[config.mk]
export PLATFORM = sky130hd
export DESIGN_NAME = addr_region_decoder
export DESIGN_NICKNAME = d
export VERILOG_FILES = /design/src/rtl/addr_dec_pkg.sv /design/src/rtl/addr_region_decoder_region_match.sv /design/src/rtl/addr_region_decoder.sv
export SDC_FILE = /design/constraint.sdc
export NUM_CORES = 1
export LEC_CHECK = 0
export CAP_MARGIN = 40
export CORE_MARGIN = 1.5
export CORE_UTILIZATION = 47
export DETAILED_ROUTE_END_ITERATION = 12
export PLACE_DENSITY = 0.86
export SETUP_SLACK_MARGIN = 0.4
export SKIP_LAST_GASP = 1
export SLEW_MARGIN = 10
export SYNTH_ARGS = -nofsm -noshare
export SYNTH_HDL_FRONTEND = slang
export SYNTH_SLANG_ARGS = --single-unit
[constraint.sdc]
create_clock -name clk -period 2.2 [get_ports clk]
set_clock_uncertainty 0.15 [all_clocks]
set_input_delay 0.22 -clock clk [delete_from_list [all_inputs] [get_ports clk]]
set_output_delay 0.22 -clock clk [all_outputs]
set_load 0.01 [all_outputs]
[src/rtl/addr_dec_pkg.sv]
// -----------------------------------------------------------------------------
// addr_dec_pkg
//   Shared definitions for the MIPS memory-path address decoder.
//   - state_t     : decoder FSM states (IDLE, DECODE, WAITS, RESP)
//   - WAIT_W      : width of one per-region wait-state field
//   - get_field() : extracts field <idx> of <width> bits from a packed
//                   parameter vector (region i lives at [i*width +: width])
// -----------------------------------------------------------------------------
package addr_dec_pkg;

    // Width of one wait-state entry in the packed WAIT parameter.
    localparam int unsigned WAIT_W      = 4;

    // Working widths for get_field(). Packed parameter vectors are
    // zero-extended to VEC_MAX_W before slicing, and a single field may be up
    // to FIELD_MAX_W bits wide (covers 64-bit addresses).
    localparam int unsigned VEC_MAX_W   = 4096;
    localparam int unsigned FIELD_MAX_W = 64;

    typedef enum logic [1:0] {
        IDLE   = 2'd0,
        DECODE = 2'd1,
        WAITS  = 2'd2,
        RESP   = 2'd3
    } state_t;

    // Pull field <idx> out of a packed vector. Intended for elaboration-time
    // use on parameters, so the wide shift folds away to constants.
    function automatic logic [FIELD_MAX_W-1:0] get_field(
        input logic [VEC_MAX_W-1:0] vec,
        input int unsigned          idx,
        input int unsigned          width
    );
        logic [VEC_MAX_W-1:0]   shifted;
        logic [FIELD_MAX_W-1:0] mask;
        shifted = vec >> (idx * width);
        if (width >= FIELD_MAX_W) begin
            mask = '1;
        end else begin
            mask = (FIELD_MAX_W'(1) << width) - FIELD_MAX_W'(1);
        end
        return FIELD_MAX_W'(shifted) & mask;
    endfunction

endpackage : addr_dec_pkg

[src/rtl/addr_region_decoder_region_match.sv]
// -----------------------------------------------------------------------------
// region_match
//   Combinational inclusive range compare for one decoder region.
//   Ports:
//     addr  in  ADDR_W  address under test
//     base  in  ADDR_W  lowest address of the region (inclusive)
//     limit in  ADDR_W  highest address of the region (inclusive)
//     hit   out 1       base <= addr <= limit, unsigned
//   A region whose limit is below its base can never satisfy both compares,
//   so it is effectively disabled without any extra logic.
// -----------------------------------------------------------------------------
module region_match #(
    parameter int unsigned ADDR_W = 32
) (
    input  logic [ADDR_W-1:0] addr,
    input  logic [ADDR_W-1:0] base,
    input  logic [ADDR_W-1:0] limit,
    output logic              hit
);

    logic above_base;
    logic below_limit;

    assign above_base  = (addr >= base);
    assign below_limit = (addr <= limit);
    assign hit         = above_base && below_limit;

endmodule : region_match

[src/rtl/addr_region_decoder.sv]
// -----------------------------------------------------------------------------
// addr_region_decoder
//   Sequential address decoder between the CPU load/store port and the
//   internal RAM / external memory. An accepted request address is compared
//   against N_REG inclusive regions; the winning region (lowest index on
//   overlap) gets a registered one-hot chip select, held for a per-region
//   number of wait states, then a one-cycle done pulse closes the request.
//
//   Optional feature macro: ADDR_DEC_ERR_EN
//     defined   : a miss raises err with done, skips wait states, drives
//                 cs = 0 and records the address in fault_addr.
//     undefined : a miss falls back to region DEFAULT_REG; no err/fault_addr.
//
//   Ports:
//     clk         in   1        rising-edge clock
//     rst         in   1        synchronous active-high reset
//     req_valid   in   1        request present
//     req_addr    in   ADDR_W   request address
//     req_ready   out  1        decoder can accept a request
//     cs          out  N_REG    one-hot chip select (registered)
//     cs_idx      out  IDX_W    encoded index of cs (0 when cs is 0)
//     busy        out  1        request in progress
//     err         out  1        miss flag, RESP cycle only (macro only)
//     fault_addr  out  ADDR_W   last missed address (macro only)
//     done        out  1        one-cycle completion pulse
//
//   Cycle sequence per request: IDLE (accept) -> DECODE -> WAITS x WAIT[i]
//   -> RESP (done) -> IDLE.
// -----------------------------------------------------------------------------
module addr_region_decoder
    import addr_dec_pkg::*;
#(
    parameter int unsigned                  ADDR_W      = 32,
    parameter int unsigned                  N_REG       = 2,
    parameter logic [N_REG*ADDR_W-1:0]      BASE        = {32'h0000_0000, 32'h0000_0D40},
    parameter logic [N_REG*ADDR_W-1:0]      LIMIT       = {32'hFFFF_FFFF, 32'h0000_113F},
    parameter logic [N_REG*WAIT_W-1:0]      WAIT        = {4'd3, 4'd0},
    parameter int                           DEFAULT_REG = N_REG - 1,
    localparam int unsigned                 IDX_W       = (N_REG > 1) ? $clog2(N_REG) : 1
) (
    input  logic              clk,
    input  logic              rst,
    input  logic              req_valid,
    input  logic [ADDR_W-1:0] req_addr,
    output logic              req_ready,
    output logic [N_REG-1:0]  cs,
    output logic [IDX_W-1:0]  cs_idx,
    output logic              busy,
`ifdef ADDR_DEC_ERR_EN
    output logic              err,
    output logic [ADDR_W-1:0] fault_addr,
`endif
    output logic              done
);

    // -------------------------------------------------------------------------
    // State and registered outputs
    // -------------------------------------------------------------------------
    state_t              state_reg;
    state_t              state_next;
    logic [ADDR_W-1:0]   addr_reg;
    logic [WAIT_W-1:0]   cnt_reg;
    logic [N_REG-1:0]    cs_reg;
    logic [IDX_W-1:0]    idx_reg;
    logic                ready_reg;
    logic                busy_reg;
    logic                done_reg;

    // -------------------------------------------------------------------------
    // Region table and match vector
    // -------------------------------------------------------------------------
    logic [N_REG-1:0]    hit;
    logic [WAIT_W-1:0]   wait_tbl [N_REG];

    genvar gi;
    generate
        for (gi = 0; gi < N_REG; gi++) begin : g_region
            localparam logic [ADDR_W-1:0] BASE_I =
                ADDR_W'(get_field(VEC_MAX_W'(BASE), gi, ADDR_W));
            localparam logic [ADDR_W-1:0] LIMIT_I =
                ADDR_W'(get_field(VEC_MAX_W'(LIMIT), gi, ADDR_W));

            assign wait_tbl[gi] = WAIT_W'(get_field(VEC_MAX_W'(WAIT), gi, WAIT_W));

            region_match #(
                .ADDR_W (ADDR_W)
            ) u_match (
                .addr   (addr_reg),
                .base   (BASE_I),
                .limit  (LIMIT_I),
                .hit    (hit[gi])
            );
        end
    endgenerate

    // -------------------------------------------------------------------------
    // Priority encoder: scan from the top down so the lowest matching index
    // is the last one written and therefore wins on overlap.
    // -------------------------------------------------------------------------
    logic [IDX_W-1:0]    hit_idx;
    logic                any_hit;

    always_comb begin
        hit_idx = '0;
        any_hit = 1'b0;
        for (int i = N_REG - 1; i >= 0; i--) begin
            if (hit[i]) begin
                hit_idx = IDX_W'(i);
                any_hit = 1'b1;
            end
        end
    end

    // Region actually used for this request. On a miss this is the fallback
    // region; with the error feature enabled the miss path overrides it.
    logic [IDX_W-1:0]    sel_idx;
    logic [N_REG-1:0]    cs_dec;
    logic [WAIT_W-1:0]   wait_sel;
    logic                miss_skip;

    assign sel_idx  = any_hit ? hit_idx : IDX_W'(DEFAULT_REG);
    assign cs_dec   = N_REG'(1) << sel_idx;
    assign wait_sel = wait_tbl[sel_idx];

`ifdef ADDR_DEC_ERR_EN
    // A miss is reported rather than steered: no chip select, no wait states.
    assign miss_skip = !any_hit;
`else
    assign miss_skip = 1'b0;
`endif

    logic accept;
    assign accept = (state_reg == IDLE) && req_valid && ready_reg;

    // -------------------------------------------------------------------------
    // FSM: state register
    // -------------------------------------------------------------------------
    always_ff @(posedge clk) begin
        if (rst) begin
            state_reg <= IDLE;
        end else begin
            state_reg <= state_next;
        end
    end

    // -------------------------------------------------------------------------
    // FSM: next-state logic
    // -------------------------------------------------------------------------
    always_comb begin
        state_next = state_reg;
        case (state_reg)
            IDLE: begin
                if (accept) begin
                    state_next = DECODE;
                end
            end
            DECODE: begin
                if (miss_skip || (wait_sel == '0)) begin
                    state_next = RESP;
                end else begin
                    state_next = WAITS;
                end
            end
            WAITS: begin
                if (cnt_reg == WAIT_W'(1)) begin
                    state_next = RESP;
                end
            end
            RESP: begin
                state_next = IDLE;
            end
            default: begin
                state_next = IDLE;
            end
        endcase
    end

    // -------------------------------------------------------------------------
    // Datapath and output registers. The handshake outputs are loaded from
    // state_next so they are registered yet line up with the state they
    // describe (done is high exactly while the FSM sits in RESP).
    // -------------------------------------------------------------------------
    always_ff @(posedge clk) begin
        if (rst) begin
            addr_reg  <= '0;
            cnt_reg   <= '0;
            cs_reg    <= '0;
            idx_reg   <= '0;
            ready_reg <= 1'b0;
            busy_reg  <= 1'b0;
            done_reg  <= 1'b0;
        end else begin
            ready_reg <= (state_next == IDLE);
            busy_reg  <= (state_next != IDLE);
            done_reg  <= (state_next == RESP);

            if (accept) begin
                addr_reg <= req_addr;
            end

            case (state_reg)
                DECODE: begin
                    if (miss_skip) begin
                        cs_reg  <= '0;
                        idx_reg <= '0;
                    end else begin
                        cs_reg  <= cs_dec;
                        idx_reg <= sel_idx;
                    end
                    cnt_reg <= wait_sel;
                end
                WAITS: begin
                    cnt_reg <= cnt_reg - WAIT_W'(1);
                end
                RESP: begin
                    // Chip select is held through RESP and dropped as the
                    // decoder returns to IDLE.
                    cs_reg  <= '0;
                    idx_reg <= '0;
                end
                default: begin
                end
            endcase
        end
    end

`ifdef ADDR_DEC_ERR_EN
    logic              err_reg;
    logic [ADDR_W-1:0] fault_addr_reg;

    always_ff @(posedge clk) begin
        if (rst) begin
            err_reg        <= 1'b0;
            fault_addr_reg <= '0;
        end else begin
            // A miss in DECODE always moves to RESP, so err coincides with done.
            err_reg <= (state_reg == DECODE) && !any_hit;
            if ((state_reg == DECODE) && !any_hit) begin
                fault_addr_reg <= addr_reg;
            end
        end
    end

    assign err        = err_reg;
    assign fault_addr = fault_addr_reg;
`endif

    assign req_ready = ready_reg;
    assign cs        = cs_reg;
    assign cs_idx    = idx_reg;
    assign busy      = busy_reg;
    assign done      = done_reg;

endmodule : addr_region_decoder

## Word-level counts from Yosys, hierarchy flattened

Cells that the tools add are included.
Widths: inputs -> output; s select.

- $add $sub $neg: 1
- Magnitude comparators: 5
- Equal/unequal tests: 5
- Shift operators: 1
- Mux-type cells: 14
- Bitwise gates (word level): 1
- Reduce and logical (&&, ||, !) cells: 10

Operator list:

| kind | number |
|---|---|
| $ge 32x1->1 const B | 1 |
| $ge 32x12->1 const B | 1 |
| $le 32x13->1 const B | 1 |
| $le 32x32->1 const B | 1 |
| $mux 4 | 2 |
| $pmux 2 s4 | 1 |
| $pmux 4 s2 | 1 |
| $eq 2x2->1 const B | 3 |
| $mux 2 | 3 |
| $reduce_bool 2->1 | 3 |
| $mux 1 | 5 |
| $eq 4x1->1 const B | 1 |
| $logic_and 1x1->1 | 4 |
| $logic_not 2->1 | 2 |
| $logic_not 4->1 | 1 |
| $pmux 2 s2 | 1 |
| $sub 4x1->4 const B | 1 |
| $eq 2x1->1 const B | 1 |
| $ge 2x2->1 const B | 1 |
| $not 1->2 | 1 |
| $pmux 1 s2 | 1 |
| $shl 1x1->2 const A | 1 |

- Register bits: 44
- Input port bits: 35
- Output and inout port bits: 6
- Logic and storage cells: 45

## Depth between registers and ports, before layout

Gate-level depths: netlist (run 1).

- Word-level depth: 13
- Mapped depth: 7
- Mapped depth without buffers: 6

## Hierarchy

From an unflattened synthesis (run 1), not the netlist that was laid out.

- Cells, all modules: 427
- Area, all modules: 3266.9 um^2

By module, submodules not included:

| module | instances | cells an instance | area each (um^2) | sequential area each (um^2) |
|---|---|---|---|---|
| addr_region_decoder | 1 | 201 | 1656.6 | 860.8 |
| region_match | 1 | 226 | 1610.3 | 0.0 |

## Worst setup path before layout (run 1)

Ideal clock, no wire load.

- Kind: register -> register
- Start point: reg addr_reg[25]
- End point: reg done_reg, in the netlist done
- Library setup time: 0.103 ns
- Data arrival time: 1.402 ns
- Required time: 1.947 ns
- Slack: 0.545 ns
- Stages on the path, launching flop included: 5
- Path buffers: 0
- Period minus slack after synthesis: 1.655 ns
- Cells stage by stage: dfxtp_1 nor4_2 nand3_1 a2111o_1 a2111oi_2

- Cells in the longest elaborated chain, start to end: 13
- Elaborated cells between the ends (all ways): 18
- Classes of those cells: order compare: 4; eq/ne: 1; mux: 9; bitwise: 1; reduce/logical: 3

Ends and longest elaborated chain:

| what | RTL line | source |
|---|---|---|
| from (decl) | addr_region_decoder.sv:61 | `logic [ADDR_W-1:0] addr_reg;` |
| from (signal assigned) | addr_region_decoder.sv:198 | `addr_reg <= req_addr;` |
| $ge 32x1->1 or $le 32x32->1 (tied branches) | addr_region_decoder_region_match.sv:24, addr_region_decoder_region_match.sv:25 |  |
| $logic_and 1x1->1 | addr_region_decoder_region_match.sv:26 | `assign hit = above_base && below_limit;` |
| $mux 1 (2 in series) | addr_region_decoder.sv:107 | `if (hit[i]) begin` |
| $mux 1 (*) | addr_region_decoder.sv:121 | `assign sel_idx = any_hit ? hit_idx : IDX_W'(DEFAULT_REG);` |
| $not 1->2 (not written as such) (*) | addr_region_decoder.sv:123 | `assign wait_sel = wait_tbl[sel_idx];` |
| $mux 2 (not written as such) (*) | addr_region_decoder.sv:123 |  |
| $mux 4 (not written as such) (*) (2 in series) | addr_region_decoder.sv:123 |  |
| $logic_not 4->1 (*) | addr_region_decoder.sv:158 | `if (miss_skip \|\| (wait_sel == '0)) begin` |
| $mux 1 (*) | addr_region_decoder.sv:158 |  |
| $pmux 2 s4 (*) | addr_region_decoder.sv:151 | `case (state_reg)` |
| $eq 2x2->1 (*) | addr_region_decoder.sv:195 | `done_reg <= (state_next == RESP);` |
| to (signal assigned) | addr_region_decoder.sv:195 |  |
| to (decl) | addr_region_decoder.sv:67 | `logic done_reg;` |

Every way passes the cells marked *; elsewhere a longest branch is shown, timed or not. The select of a mux whose other input is x is not followed.
A chain may end at the register's enable or synchronous reset.

## Final worst setup path (run 1)

- Start point: reg addr_reg[6]
- End point: reg done_reg, in the netlist done

The elaborated chain is that of the path after synthesis.

==> impl_metrics.toml, run 1 <==
[sta]
hold_viol = 0
fin_setup_tns_ps = 0
fmax_mhz = 537.2
final.setup.worst_slack_ps = 338.4
tightest_slew_ps = 460.0
setup-violations-final = 0
rsz0062_at_grt = "true"
finalCritPeriodShare = 0.8462
post-route-min-period_ps = 1862
max_slew_margin = 0.6924
slew_violations = 0

[floorplan]
die_w_um = 60.41
pin_count = 41
die_area_um2 = 3649
coreArea_um2 = 3103
initial_core_util = 0.4992
rows = 20
die_y_um = 60.41

[final_layout]
syn2layout_area_growth_pct = 33.20
final_area_um2 = 2063
diodes = 0
post-route-util = 0.6649
fin_nets = 270
fillCellCount = 284
largest_reg_flops = 26
stdcell_count = 273
drive_gt1_frac = 0.1266

[critical_path]
worst_setup_path_start_kind = "flop"
cp_max_fo = 5
cp-end-kind = "flop"
critical_path_class = "reg2reg"
cp.arrival_ps = 1950
required_ps = 2290

[hold_path]
hold_path.class = "in2reg"

[placement]
dp_slack_ps = 392.0
port_buffers = 34
placed_cells = 262
post_dp_cell_area_um2 = 1942
dp_hpwl_um = 2122
place.gp.congestion = 0.8408

[clock_tree]
hold_buffers = 0
clkSlewWorstSetupHoldPaths_ps = 110
cts_buffers = 5
cts_tree = "done"
clockBufferDepth = 2
clockRootBuffer = "clkbuf_4"
htree_num_levels = 2
insertion_delay_ps = 330
clkSinkCount = 37

[drt]
drt_iter0_drc = 58
vias = 1367
wl_per_cell_um = 11.00
postRouteAntennaNets = 0
drt-total-wl_um = 3004
via_per_inst = 5.007
drt-pass1-iter-count = 4
drc = 0

[global_routing]
grt_pass1_vias = 1213
grt_max_degree = 28
gr-total-overflow = 0
antenna_found_initial = 0
track_usage = 0.1909
grt_pass1_wl_um = 5154

[yosys]
ys_types = 31
synthCells = 192
yosysWarnings = 0
synth_nets = 233
syn_area_per_cell_um2 = 8.068
ys_seq_elements = 37
seq_area_frac_synth = 0.4782
syn_area_um2 = 1549

[run_status]
status = "finished, final reports clean"

[power_and_ir_drop]
vdd_drop_max_mv = 0.4640
powerDensity_nw_per_um2 = 944.5
p_leak_nw = 0.7552

[run]
drv_cap = 0
stage by stage:
step	hold slack [ps]	power (mW)
detailed placement	297.6	1.571
floorplan	146.0	1.330
CTS	261.4	1.905
global route	263.9	2.107
global placement	294.4	1.554
finish	259.1	1.949
cell families (layout without fill, tap and decap cells):
group           after synthesis  count (layout)  share of synthesized area
simple gates                 80              80                     0.2238
compound gates               47              47                     0.1938
flops                        37              37                     0.4782
buf+inv                      22              59                    0.05573
fa+ha+maj                     6               6                    0.04846
path summary, 6_finish.rpt:
| path | startpoint | endpoint | slack, ps | cells past startpoint |
|---|---|---|---|---|
| worst max-delay path | addr_reg[6]$_SDFFE_PP0P_ | done$_SDFF_PP0_ | 340 | 4 |
| worst min-delay path | req_addr[8] | addr_reg[8]$_SDFFE_PP0P_ | 260 | 3 |
| worst max register to register | addr_reg[6]$_SDFFE_PP0P_ | done$_SDFF_PP0_ | 340 | 4 |
| worst min register to register | addr_reg[15]$_SDFFE_PP0P_ | addr_reg[15]$_SDFFE_PP0P_ | 310 | 2 |
cell usage after synthesis:
cell	count	area share
nand2_1	58	0.14
dfxtp_1	37	0.48
a21oi_1	28	0.090
clkbuf_1	11	0.027
inv_1	9	0.022
nor2_1	7	0.017
ha_1	6	0.048
nand3_1	3	0.0097
nor3_1	3	0.0097
o21ai_0	3	0.0097
a2111o_1	2	0.015
a211oi_1	2	0.0097
a21o_1	2	0.0097
nor4_1	2	0.0081
nor4_2	2	0.016
o211a_1	2	0.013
a2111oi_2	1	0.0097
a211o_1	1	0.0057
a21boi_0	1	0.0048
a22o_1	1	0.0057
a31o_2	1	0.0057
a32o_1	1	0.0065
a41oi_1	1	0.0057
and2_1	1	0.0040
and3_1	1	0.0040
buf_1	1	0.0024
buf_4	1	0.0048
nand4_1	1	0.0040
nand4b_1	1	0.0057
nor3b_1	1	0.0048
o21ai_1	1	0.0032
layer usage:
metal,vias up,part of all wire,routed length [µm],global-route usage
met4,0,0.010,31,0.06522
met5,-,0,0,0
met2,34,0.48,1452,0.3059
li1,720,-,-,-
met1,608,0.45,1365,0.2430
met3,5,0.051,154,0.06397
worst max-delay path: stages (launching register included):
cell       delay, ps
dfxtp_2          350
o21ai_2           70
a211o_1          270
a2111o_1         540
a2111oi_4        370
where the power goes:
part | internal, mW | switching (mW) | total (mW) | leakage [nW]
combinational | 0.366 | 0.383 | 0.750 | 0.422
sequential | 0.787 | 0.0803 | 0.867 | 0.305
clock | 0.121 | 0.210 | 0.332 | 0.0283
total | 1.27 | 0.674 | 1.95 | 0.755
placed cells by master (no fill, tap or decap), drive strengths merged:
| cell | netlist | routed |
|---|---|---|
| o21ai | 4 | 4 |
| a22o | 1 | 1 |
| inv | 9 | 9 |
| a211oi | 2 | 2 |
| a41oi | 1 | 1 |
| a32o | 1 | 1 |
| nor4 | 4 | 4 |
| and3 | 1 | 1 |
| dfxtp | 37 | 37 |
| and2 | 1 | 1 |
| clkbuf | 11 | 6 |
| a211o | 1 | 1 |
| a31o | 1 | 1 |
| nand4b | 1 | 1 |
| a21boi | 1 | 1 |
| clkdlybuf4s50 | 0 | 34 |
| ha | 6 | 6 |
| buf | 2 | 9 |
| a2111o | 2 | 2 |
| nand2 | 58 | 58 |
| a21o | 2 | 2 |
| o211a | 2 | 2 |
| nor3b | 1 | 1 |
| nand4 | 1 | 1 |
| a21oi | 28 | 28 |
| nand3 | 3 | 3 |
| a2111oi | 1 | 1 |
| clkinv | 0 | 1 |
| nor2 | 7 | 7 |
| nor3 | 3 | 3 |
timing repair:
item / 4_1_cts / 5_1_grt
buffers inserted: 1 / 3
endpoints found under the setup margin: 1 / 6
pin swaps: 1 / 4
resized for setup: 1 / 12
cloned: 0 / 0
final cells by class:
type                    count  area, µm²  area share
clock buffers               6      41.29     0.02001
clock inverters             1      8.758    0.004245
inverters                   9      33.78     0.01637
multi-input cells         133      753.2      0.3651
flip-flops and latches     37      750.7      0.3639
well taps                  44      55.05     0.02668
repair buffers             43      420.4      0.2038
Note: power is estimated with default switching activity, not from simulation.
==> inputs of run 2 (changes only) <==
CORE_UTILIZATION = 42   (was 47)
PLACE_DENSITY = 0.81   (was 0.86)
clock period = 1.5 ns   (was 2.2 ns; I/O delays follow)
==> run 2 against run 1 <==
Net effect: the flow now finishes with violations (negative setup slack); critical path type unchanged; worst setup slack got worse by 630 ps; wire length increased by 48%; non-clock buffer count increased by 19; flip-flop and latch count unchanged; via count increased by 10%.
==> impl_metrics.toml, run 2 (same netlist as run 1, synthesis figures left out) <==
[global_routing]
gr-total-overflow = 0
grt_pass1_vias = 1472
antenna_found_initial = 0
grt_max_degree = 17
grt_pass1_wl_um = 6693
track_usage = 0.2198

[hold_path]
hold_path.class = "in2reg"
min_from = "req_addr[16]"

[critical_path]
rrSetupSlack_ps = -290
cp.arrival_ps = 1840
worst_setup_path_start_kind = "flop"
reg2reg_to = "state_reg[0]$_SDFF_PP0_"
cp_max_fo = 5
required_ps = 1550
crit_end = "state_reg[0]$_SDFF_PP0_"
rr_worst_depth = 4
cp-end-kind = "flop"
critical_path_class = "reg2reg"
startpoint = "addr_reg[20]$_SDFFE_PP0P_"
timing.rr.start = "addr_reg[20]$_SDFFE_PP0P_"

[sta]
slew_violations = 0
post-route-min-period_ps = 1792
tightest_slew_ps = 434.4
finalCritPeriodShare = 1.195
holdWs_ps = 247.5
final.setup.worst_slack_ps = -292.3
setup-violations-final = 13
max_slew_margin = 0.7099
hold_viol = 0
rsz0062_at_grt = "true"
fmax_mhz = 557.9

[placement]
port_buffers = 34
post_dp_cell_area_um2 = 2090
dp_hpwl_um = 2493
dp_slack_ps = -333.4
place.gp.congestion = 0.8412

[final_layout]
register_area_um2 = 759.5
fin_nets = 289
drive_gt1_frac = 0.4217
multi_input_area_um2 = 935.9
fillCellCount = 236
layout_commonest_cell = "nand2_1"
syn2layout_area_growth_pct = 60.26
final_area_um2 = 2482
final_cell_mix = "nand2_1 (46), clkdlybuf4s50_1 (28), dfxtp_1 (24)"
largest_reg_flops = 26
diodes = 0

[clock_tree]
insertion_delay_ps = 300
clockBufferDepth = 2
cts_tree = "done"
htree_num_levels = 2
cts_buffers = 5
clockRootBuffer = "clkbuf_8"
hold_buffers = 0
clkSlewWorstSetupHoldPaths_ps = 80
clkSinkCount = 37

[floorplan]
die_w_um = 63.73
die_area_um2 = 4062
die_y_um = 63.73
rows = 21
pin_count = 41
initial_core_util = 0.4500
coreArea_um2 = 3442

[drt]
highest_layer = "met4"
drt_iter0_drc = 123
via_per_inst = 5.115
wl_met1_um = 2016
drc = 0
postRouteAntennaNets = 0
drt-total-wl_um = 4453
drt-pass1-iter-count = 4
dr_wl_met2_um = 2173
wl_per_cell_um = 15.09
dr_wl_met3_um = 177
vias = 1509

[run_status]
violations = "negative setup slack"
status = "complete, but fails checks"

[power_and_ir_drop]
p_leak_nw = 0.9453
vdd_drop_max_mv = 0.9458
powerDensity_nw_per_um2 = 1498
power_mw = 3.719

[run]
drv_cap = 0
[run 2: cell types whose count changed in the layout (fill, tap and decap cells not counted), sizes merged]
cell / previous run / this run
buf: 9 / 34
clkdlybuf4s50: 34 / 28
clkinv: 1 / 2
[run 2: per-stage QoR]
step | util | TNS, ps | std cells
2_1_floorplan | - | -304.3 | 192
3_3_place_gp | 0.6071 | -2552 | 279
3_5_place_dp | 0.6071 | -3336 | 279
4_1_cts | 0.6878 | -1340 | 294
5_1_grt | 0.7212 | -3744 | 295
6_report | 0.7212 | -2000 | 295
[run 2: per-layer routing]
| layer | vias to the layer above | global-route usage |
|---|---|---|
| met5 | - | 0 |
| met4 | 0 | 0.09239 |
| met3 | 7 | 0.07394 |
| met2 | 35 | 0.3789 |
| met1 | 707 | 0.2475 |
| li1 | 760 | - |
[run 2: timing repair]
item                       CTS  global route
pin swaps                    8            10
setup buffers                3             1
cloned                       4             0
gates resized for setup     60            35
setup endpoints to repair   43            40
[run 2: how the worst min path moves through the flow]
stage               cells past startpoint                        end  slack [ps]
global route                            3  addr_reg[23]$_SDFFE_PP0P_         260
detailed placement                      2  addr_reg[15]$_SDFFE_PP0P_         300
floorplan                               1    state_reg[1]$_SDFF_PP0_          70
global placement                        2  addr_reg[14]$_SDFFE_PP0P_         290
finish                                  3  addr_reg[16]$_SDFFE_PP0P_         250
CTS                                     3   addr_reg[8]$_SDFFE_PP0P_         250
[run 2: critical path, cell delays in order, from the launching register on]
cell and delay [ps]:
dfxtp_2 340, nor4_4 310, nand2_1 110, a2111o_1 480, a211oi_1 310
[run 2: layout make-up]
class	count	area share
Clock buffer	6	0.03327
Clock inverter	2	0.005544
Inverter	9	0.01663
Multi-Input combinational cell	133	0.3770
Sequential cell	37	0.3059
Tap cell	46	0.02319
Timing Repair Buffer	62	0.2384
[run 2: power breakdown]
group          switching [mW]  total [mW]  internal, mW
Sequential              0.133        1.30          1.17
Clock                   0.376       0.748         0.372
Combinational           0.820        1.67         0.850
==> inputs of run 3 (changes only) <==
REMOVE_ABC_BUFFERS = 1   (was unset)
==> run 3 against run 2 <==
Net effect: the flow still finishes with violations (negative setup slack); clock-buffer cell count grew 1; worst setup slack got worse by 88 ps; hold slack got worse by 2.6 ps; largest cell class unchanged; die area is the same; global-route usage about the same; first-iteration DRC count is 15% higher; highest routed layer unchanged; final area did not move; critical path type unchanged.
==> impl_metrics.toml, run 3 (same netlist as run 1, synthesis figures left out) <==
[global_routing]
gr-total-overflow = 0
grt_max_degree = 19
antenna_found_initial = 0
grt_pass1_wl_um = 6837
grt_pass1_vias = 1493
track_usage = 0.2203

[critical_path]
required_ps = 1530
path_delay_family = "compound AO/OA/AOI/OAI gates"
rrSetupSlack_ps = -380
slowest_stage = "a2111o_1"
critical_path_class = "reg2reg"
cp.arrival_ps = 1910
slowest_delay_ps = 530
worst-path-buf-inv = 1
worst_setup_path_start_kind = "flop"
cp-end-kind = "flop"
cp_max_fo = 5
crit_chain = "nor4_2, nand2_1, a2111o_1, buf_4, o211a_1"

[power_and_ir_drop]
powerDensity_nw_per_um2 = 1632
power_mw = 4.052
vdd_drop_max_mv = 0.7720
p_leak_nw = 0.9740

[sta]
slew_violations = 0
setup-violations-final = 8
tightest_slew_ps = 527.8
rsz0062_at_grt = "true"
post-route-min-period_ps = 1880
finalCritPeriodShare = 1.254
final.setup.worst_slack_ps = -380.4
fmax_mhz = 531.8
fin_setup_tns_ps = -2720
max_slew_margin = 0.6475
hold_viol = 0

[final_layout]
post-route-util = 0.7212
layout_commonest_cell = "nand2_1"
drive_gt1_frac = 0.3047
final_cell_mix = "nand2_1 (58), a21oi_1 (28), clkdlybuf4s50_1 (28)"
fin_nets = 296
largest_reg_flops = 26
diodes = 0
fillCellCount = 264
syn2layout_area_growth_pct = 60.26

[clock_tree]
clockBufferDepth = 2
cts_buffers = 5
htree_num_levels = 2
clkSlewWorstSetupHoldPaths_ps = 70
insertion_delay_ps = 290
clkSinkCount = 37
cts_tree = "done"
clockRootBuffer = "clkbuf_8"

[floorplan]
pin_count = 41
initial_core_util = 0.4500
die_area_um2 = 4062
die_w_um = 63.73
rows = 21
die_y_um = 63.73
coreArea_um2 = 3442

[drt]
drt-total-wl_um = 4818
postRouteAntennaNets = 0
drt-pass1-iter-count = 4
vias = 1586
via_per_inst = 5.252
drc = 0
drt_iter0_drc = 141
wl_per_cell_um = 15.95

[placement]
port_buffers = 34
dp_hpwl_um = 2420
place.gp.congestion = 0.7823

[run_status]
violations = "negative setup slack"
status = "complete, but fails checks"

[run]
drv_cap = 0

[hold_path]
hold_path.class = "in2reg"
## run 3: cell count changes in the layout (fill, tap and decap cells not counted), moves of 5 or more
cell / before / now
a21oi_2: 17 / 0
buf_6: 11 / 6
buf_4: 16 / 27
a21oi_1: 11 / 28
nand2_2: 10 / 0
nand2_1: 46 / 58
## run 3: worst reg2reg max path: stages (launching register included)
cell	delay (ps)
dfxtp_2	330
nor4_2	280
nand2_1	170
a2111o_1	540
buf_4	190
o211a_1	110
## run 3: stage by stage
step	cells	cell area, µm²	hold slack [ps]	setup slack [ps]
2_1_floorplan	179	1496	69.07	-155.0
3_3_place_gp	284	2120	291.0	-255.3
3_5_place_dp	284	2120	295.9	-304.0
4_1_cts	299	2337	243.1	-302.9
5_1_grt	302	2482	252.6	-430.9
6_report	302	2482	244.9	-380.4
## run 3: power by group
group          switching (mW)  internal [mW]  leakage (nW)
logic                   0.853          0.978         0.608
clock network           0.351          0.542        0.0585
registers               0.156           1.17         0.307
## run 3: layout make-up
cell class | instances | area, µm² | share of cell area
Multi-Input combinational cell | 133 | 819.5 | 0.3301
Sequential cell | 37 | 762.0 | 0.3070
Clock buffer | 7 | 86.33 | 0.03478
Clock inverter | 1 | 30.03 | 0.01210
Timing Repair Buffer | 69 | 685.7 | 0.2762
Tap cell | 46 | 57.56 | 0.02319
Inverter | 9 | 41.29 | 0.01663
## run 3: timing repair
action,CTS,global route
buffers inserted,5,3
cloned,2,0
pin swaps,3,8
hold buffers,0,0
hold endpoints to repair,0,0
setup endpoints to repair,43,40
gates resized for setup,37,32
## run 3: worst paths after layout
kind / from / endpoint / cells after the start
worst max-delay path: addr_reg[14]$_SDFFE_PP0P_ / cs[1]$_SDFFE_PP0P_ / 5
worst min register to register: addr_reg[17]$_SDFFE_PP0P_ / addr_reg[17]$_SDFFE_PP0P_ / 2
worst max register to register: addr_reg[14]$_SDFFE_PP0P_ / cs[1]$_SDFFE_PP0P_ / 5
worst min-delay path: req_addr[14] / addr_reg[14]$_SDFFE_PP0P_ / 3
## run 3: metal layers
| metal | track usage | wire [µm] | vias to the layer above |
|---|---|---|---|
| met5 | 0 | 0 | - |
| met4 | 0.09783 | 192 | 0 |
| met3 | 0.06162 | 218 | 18 |
| met2 | 0.3671 | 2419 | 60 |
| met1 | 0.2642 | 1988 | 737 |
| li1 | - | - | 771 |
